**src/rtl/mem_responder.sv**
```systemverilog
// mem_responder: memory-side responder between the core's memory port and an
// asynchronous 16-bit SRAM. A request taken in IDLE is latched, the SRAM is
// strobed for WAIT_STATES+1 cycles in ACCESS, and DONE lasts one cycle. DONE
// releases the core and holds the write data on the bus.
module mem_responder #(
    parameter int ADDR_W      = 16,
    parameter int WAIT_STATES = 1
) (
    input  logic              clk,
    input  logic              rst,
    input  logic              req,
    input  logic              we,
    input  logic              byte_sel,
    input  logic [ADDR_W-1:0] addr,
    input  logic [15:0]       wdata,
    output logic              mem_wait,
    output logic [15:0]       rdata,
    output logic [ADDR_W-2:0] sram_addr,
    output logic [15:0]       sram_dq_o,
    input  logic [15:0]       sram_dq_i,
    output logic              sram_dq_oe,
    output logic              sram_ce_n,
    output logic              sram_oe_n,
    output logic              sram_we_n,
    output logic              sram_ub_n,
    output logic              sram_lb_n
);

    localparam logic [3:0] WAIT_INIT = 4'(WAIT_STATES);

    typedef enum logic [1:0] {
        IDLE,
        ACCESS,
        DONE
    } state_t;

    state_t            state, state_n;
    logic [3:0]        cnt, cnt_n;
    logic              we_q, we_q_n;
    logic              byte_q, byte_q_n;
    logic              lane_hi_q, lane_hi_q_n;
    logic [15:0]       rdata_n;
    logic [ADDR_W-2:0] sram_addr_n;
    logic [15:0]       sram_dq_o_n;
    logic              sram_dq_oe_n;
    logic              sram_ce_n_n;
    logic              sram_oe_n_n;
    logic              sram_we_n_n;
    logic              sram_ub_n_n;
    logic              sram_lb_n_n;

    // The stall is gated by req so that the core never sees a false
    // completion, and so that a dropped request reads as not waiting.
    assign mem_wait = req && (state != DONE);

    // State register and registered SRAM pins. Reset also aborts any access
    // in flight and releases every strobe at the same edge.
    always_ff @(posedge clk) begin
        if (rst) begin
            state      <= IDLE;
            cnt        <= '0;
            we_q       <= 1'b0;
            byte_q     <= 1'b0;
            lane_hi_q  <= 1'b0;
            rdata      <= '0;
            sram_addr  <= '0;
            sram_dq_o  <= '0;
            sram_dq_oe <= 1'b0;
            sram_ce_n  <= 1'b1;
            sram_oe_n  <= 1'b1;
            sram_we_n  <= 1'b1;
            sram_ub_n  <= 1'b1;
            sram_lb_n  <= 1'b1;
        end else begin
            state      <= state_n;
            cnt        <= cnt_n;
            we_q       <= we_q_n;
            byte_q     <= byte_q_n;
            lane_hi_q  <= lane_hi_q_n;
            rdata      <= rdata_n;
            sram_addr  <= sram_addr_n;
            sram_dq_o  <= sram_dq_o_n;
            sram_dq_oe <= sram_dq_oe_n;
            sram_ce_n  <= sram_ce_n_n;
            sram_oe_n  <= sram_oe_n_n;
            sram_we_n  <= sram_we_n_n;
            sram_ub_n  <= sram_ub_n_n;
            sram_lb_n  <= sram_lb_n_n;
        end
    end

    // Next-state and next-pin logic. Every register holds its value unless a
    // state explicitly changes it. This keeps the address and write data
    // stable through DONE for write hold time.
    always_comb begin
        state_n      = state;
        cnt_n        = cnt;
        we_q_n       = we_q;
        byte_q_n     = byte_q;
        lane_hi_q_n  = lane_hi_q;
        rdata_n      = rdata;
        sram_addr_n  = sram_addr;
        sram_dq_o_n  = sram_dq_o;
        sram_dq_oe_n = sram_dq_oe;
        sram_ce_n_n  = sram_ce_n;
        sram_oe_n_n  = sram_oe_n;
        sram_we_n_n  = sram_we_n;
        sram_ub_n_n  = sram_ub_n;
        sram_lb_n_n  = sram_lb_n;

        case (state)
            IDLE: begin
                if (req) begin
                    we_q_n       = we;
                    byte_q_n     = byte_sel;
                    lane_hi_q_n  = addr[0];
                    sram_addr_n  = addr[ADDR_W-1:1];
                    sram_dq_o_n  = byte_sel ? {wdata[7:0], wdata[7:0]} : wdata;
                    sram_dq_oe_n = we;
                    sram_ce_n_n  = 1'b0;
                    sram_oe_n_n  = we;
                    sram_we_n_n  = !we;
                    sram_ub_n_n  = byte_sel && !addr[0];
                    sram_lb_n_n  = byte_sel && addr[0];
                    cnt_n        = WAIT_INIT;
                    state_n      = ACCESS;
                end else begin
                    sram_dq_oe_n = 1'b0;
                    sram_ce_n_n  = 1'b1;
                    sram_oe_n_n  = 1'b1;
                    sram_we_n_n  = 1'b1;
                    sram_ub_n_n  = 1'b1;
                    sram_lb_n_n  = 1'b1;
                end
            end
            ACCESS: begin
                if (cnt != 4'd0) begin
                    cnt_n = cnt - 4'd1;
                end else begin
                    if (!we_q) begin
                        if (byte_q) begin
                            rdata_n = {8'h00, lane_hi_q ? sram_dq_i[15:8] : sram_dq_i[7:0]};
                        end else begin
                            rdata_n = sram_dq_i;
                        end
                    end
                    sram_ce_n_n = 1'b1;
                    sram_oe_n_n = 1'b1;
                    sram_we_n_n = 1'b1;
                    state_n     = DONE;
                end
            end
            DONE: begin
                sram_dq_oe_n = 1'b0;
                sram_ub_n_n  = 1'b1;
                sram_lb_n_n  = 1'b1;
                state_n      = IDLE;
            end
            default: begin
                state_n = IDLE;
            end
        endcase
    end

endmodule

```
**config.mk**
```make
export PLATFORM = sky130hd
export DESIGN_NAME = mem_responder
export DESIGN_NICKNAME = d
export VERILOG_FILES = /design/src/rtl/mem_responder.sv
export SDC_FILE = /design/constraint.sdc
export NUM_CORES = 1
export LEC_CHECK = 0
export ABC_CLOCK_PERIOD_IN_PS = 2300
export CORE_MARGIN = 5
export CORE_UTILIZATION = 46
export DETAILED_ROUTE_END_ITERATION = 6
export GPL_TIMING_DRIVEN = 0
export PLACE_DENSITY_LB_ADDON = 0.15
export SYNTH_ARGS = -nofsm -noshare
export SYNTH_HDL_FRONTEND = slang
export SYNTH_SLANG_ARGS = --single-unit
```
**constraint.sdc**
```tcl
create_clock -name clk -period 2.3 [get_ports clk]
set_clock_uncertainty 0.05 [all_clocks]
set_input_delay 0.46 -clock clk [delete_from_list [all_inputs] [get_ports clk]]
set_output_delay 0.46 -clock clk [all_outputs]
set_load 0.005 [all_outputs]
```
[Yosys cells after proc, flatten, opt, wreduce, memory -nomap -nowiden]
Cells that the tools add are included.
Storage, ports and cells
  flip-flop bits (word level): 62
  input bits: 53
  output and inout port bits: 54
  logic and storage cells: 59
Operators by class
  $add $sub $neg: 1
  eq/ne operators: 6
  muxes and demuxes: 22
  bitwise gates (word level): 2
  reductions and logical operators: 14
Operators with widths (number)
  16-bit 2-to-1 mux: 2
  1-bit case mux with 2 select lines: 6
  4-bit 2-to-1 mux: 2
  8-bit 2-to-1 mux: 1
  2-bit != test (second input constant): 4
  4-bit case mux with 2 select lines: 1
  1-bit 2-to-1 mux: 7
  2-bit AND reduction: 3
  3-bit AND reduction: 2
  2-bit 2-to-1 mux: 2
  2-bit case mux with 2 select lines: 1
  2-bit nonzero test: 2
  4-bit nonzero test: 1
  4-bit by 1-bit subtractor with 4-bit output (second input constant): 1
  1-bit logical AND: 3
  2-bit by 1-bit equality test with 1-bit output (second input constant): 1
  2-bit equality test (second input constant): 1
  1-bit logical NOT: 2
  2-bit logical NOT: 1
  1-bit inverter: 2

[Depth between registers and ports, before layout]
  depth after elaboration: 4
  mapped depth: 7
  gate-level depth less buffers: 5

[Worst setup path before layout]
OpenSTA, ideal clock, no wires.
  path kind: register to register
  start point: register cnt[0]
  end point: register cnt[0]
  setup time: 0.134 ns
  arrival time: 1.370 ns
  required time: 2.116 ns
  path slack: 0.746 ns
  cell stages (with the launch flop): 7
  buffers on the path: 1
  clock period less this slack: 1.554 ns
  path through: dfxtp_1 > inv_1 > ha_1 > or3b_1 > buf_2 > a21oi_1 > a211oi_1
On the way
  word-level cells in the longest chain between the ends: 3
  elaborated cells on any way between the ends: 6
  those cells by class: add/sub: 1; eq/ne: 1; mux: 2; reduce/logical: 2
Ends and longest elaborated chain
  from (decl): line 38  | logic [3:0] cnt, cnt_n;
  from (signal assigned): line 76  | cnt <= cnt_n;
  4-bit by 1-bit subtractor with 4-bit output or 4-bit nonzero test (tied branches): line 138, 137
  4-bit 2-to-1 mux or 2-bit != test (tied branches)
  4-bit case mux with 2 select lines or 3-bit AND reduction (tied branches)
Parallel ways exist; a longest one is shown, timed or not. The select of a mux whose other input is x is not followed.
A chain may end at the register's enable or synchronous reset.

[Final worst setup path]
  start point: input req
  end point: output mem_wait
On the way
  word-level cells in the longest chain between the ends: 1
Ends and longest elaborated chain
  from (decl): line 11  | input logic req,
  1-bit logical AND: line 54  | assign mem_wait = req && (state != DONE);
  to (decl): line 16  | output logic mem_wait,
Every way passes these cells.

==> impl_metrics.yaml <==
run_status:
  status: "finished, final reports clean"
hold_path:
  hp-class: "reg -> reg"
setup_path:
  crit_family: "buffers and inverters"
  crit_required_ns: 1.79
  crit_fanout: 4
  crit-reg2reg-capture: "rdata[7]"
  critPathLaunch: "req"
  cp.arrival_ns: 1.70
  crit_path_end: "mem_wait"
  path_buf_inv: 2
  cp_slowest_cell: "clkdlybuf4s50_1"
  path_depth: 3
  r2r_slack_ns: 0.47
  criticalPathCategory: "in -> out"
  r2r_start: "cnt[0]"
  crit_top_cell: "clkdlybuf4s50_1"
  max_stage_delay_ns: 0.53
  cp-end-kind: "primary output"
  reg2reg_depth: 7
  crit_path_cell_trace: "clkdlybuf4s50_1 > a21boi_1 > clkdlybuf4s50_1"
  startpoint_type: "input port"
finish:
  fin_cells: 487
  areaGrowthSynthToFinish_pct: 51.6
  fin_util: 0.710
  n_antenna_cell: 0
  fin_nets: 465
  layout-drive-gt1-share: 0.0795
  stdcell_area_um2: 3890
  multi_input_area_um2: 1170
  ff_latch_area_um2: 1240
  fillCellCount: 448
cts:
  cts.htree.levels: 3
  cts_tree: "built"
  cts.sinks: 62
  clockBufferDepth: 2
  clk_pin_slew_ns: 0.06
  cts_setup_buffers: 0
  cts_buffers: 9
  clockRootBuffer: "clkbuf_8"
  clock_latency_ns: 0.34
power_and_ir_drop:
  p_per_area_nw_per_um2: 702
  leakage_nw: 1.43
  ir_worst_vdd_uv: 700
  power_w: 0.00273
yosys:
  synth_nets: 349
  syn_area_per_cell_um2: 8.72
  synthTopCellsByArea: "dfxtp_1, nand2_1, a21oi_1"
  synth_edf_count: 0
  async_flop_share: 0
  yosys.area.top_type: "dfxtp_1"
  synth_seq_cells: 62
  syn_area_um2: 2560
  synth_common_cells: "nand2_1, dfxtp_1, a21oi_1, nor2_1"
  netlist_instances: 294
  synth_top_area_frac: 0.484
  seq_area_frac_synth: 0.484
  ys_warn_count: 0
  yosysMostFrequentCell: "nand2_1"
  yosys_most_used_dff: "dfxtp_1"
  synth_cell_types: 36
timing:
  fin_crit_sh: 0.961
  timing_worst_slew_pin_value_ns: 0.547
  final_hold_viol_count: 0
  final-max-slew-violation-count: 0
  period_minus_slack_ns: 2.21
  slew_headroom: 0.635
  setup_violations: 0
  setup_tns_ns: 0
  max_freq_ghz: 0.452
  rsz0062_at_grt: "no"
die:
  start_util: 0.469
  die_w_um: 84.7
  fp.dieH_um: 84.7
  num_rows: 27
  io-pin-count: 107
  fp.dieArea_um2: 7170
  core-area_um2: 5470
global_routing:
  antenna_found_initial: 0
  grt_pass1_wl_um: 12200
  grt_overflow: 0
  grt_max_degree: 11
  grt_pass1_vias: 2631
  grt_use_total: 0.212
run:
  max_cap_violations: 0
place:
  dp_hpwl_um: 5420
  port-buffer-count: 105
  dpl.cell_count: 471
  gp_congestion: 0.789
  dpl_cell_area_um2: 3710
routing:
  viasPerCell: 5.26
  drc_errors: 0
  routedWlPerCell_um: 15.1
  firstDrtPassIters: 4
  vias: 2560
  drtAntennaViolNets: 0
  drt_iter0_drc: 84
  wl_um: 7370
[kinds of logic (layout without fill, tap and decap cells)]
logic type / Yosys count / count (layout) / synth area share
multiplexers: 8 / 8 / 0.0312
flip-flops: 62 / 62 / 0.484
AND/OR/NAND/NOR: 109 / 109 / 0.214
buffers and inverters: 29 / 150 / 0.0610
adder cells (fa/ha/maj): 2 / 2 / 0.00975
AO/OA/AOI/OAI: 84 / 84 / 0.200
[layout by cell type, fill, tap and decap left out, drive strengths merged, types with 2 or more instances in the layout]
cell / count
clkdlybuf4s50: 105
nand2: 63
dfxtp: 62
a21oi: 48
clkbuf: 19
buf: 17
nor2: 11
o21ai: 9
nand4b: 9
nand3: 9
a211oi: 9
mux2i: 8
a311oi: 8
inv: 4
nand2b: 4
clkinv: 4
nor3b: 4
or3b: 3
o32a: 2
nor2b: 2
o21bai: 2
nor3: 2
ha: 2
[routing by layer]
layer  global-route usage  vias to the layer above  share of wire
li1                     -                     1265              -
met1                0.234                     1204           0.41
met2                0.366                       79           0.49
met3               0.0795                       12          0.080
met4               0.0849                        0          0.019
met5                    0                        -              0
[area by class of cell]
class / count / share of cell area
inverters: 4 / 0.00386
flip-flops and latches: 62 / 0.319
multi-input cells: 203 / 0.300
repair buffers: 105 / 0.270
clock inverters: 5 / 0.0129
well taps: 72 / 0.0232
clock buffers: 11 / 0.0338
plain buffers: 25 / 0.0364
[report_power, final]
group | internal (W) | switching [W]
Sequential | 0.00116 | 0.0000447
Combinational | 0.000333 | 0.000290
Clock | 0.000493 | 0.000406
Total | 0.00199 | 0.000741
[worst min-delay path, delay by kind of cell (launching register included)]
family,cells,cell delay (ns)
AOI/OAI and AO/OA,1,0.05
DFF,1,0.31
and+or+nand+nor,1,0.05
[stage by stage]
step	hold WS, ns	setup slack (ns)
finish	0.404	0.0897
global route	0.431	0.0224
CTS	0.404	0.0517
detailed placement	0.396	0.0682
global placement	0.390	0.0827
floorplan	0.403	0.746
[state kept, by name, summed over array words and instances (netlist names), 2 cells and up]
name and cells:
cnt 4, rdata 16, sram_addr 15, sram_dq_o 16
state 2
[how the worst min path moves through the flow]
stage	endpoint	depth (start not counted)	startpoint	slack, ns
final	sram_addr[13]	2	sram_addr[13]	0.40
after global placement	sram_addr[3]	2	sram_addr[3]	0.39
after floorplan	sram_addr[0]	2	sram_addr[0]	0.40
after CTS	sram_addr[13]	2	sram_addr[13]	0.40
after detailed placement	sram_addr[13]	2	sram_addr[13]	0.40
after global routing	sram_addr[2]	2	sram_addr[2]	0.43
[repair_timing]
item | CTS | global route
hold buffers | 0 | 0
gates resized for setup | 0 | 1
setup endpoints to repair | 0 | 1
No activity file was read; power rests on OpenSTA's default activity.
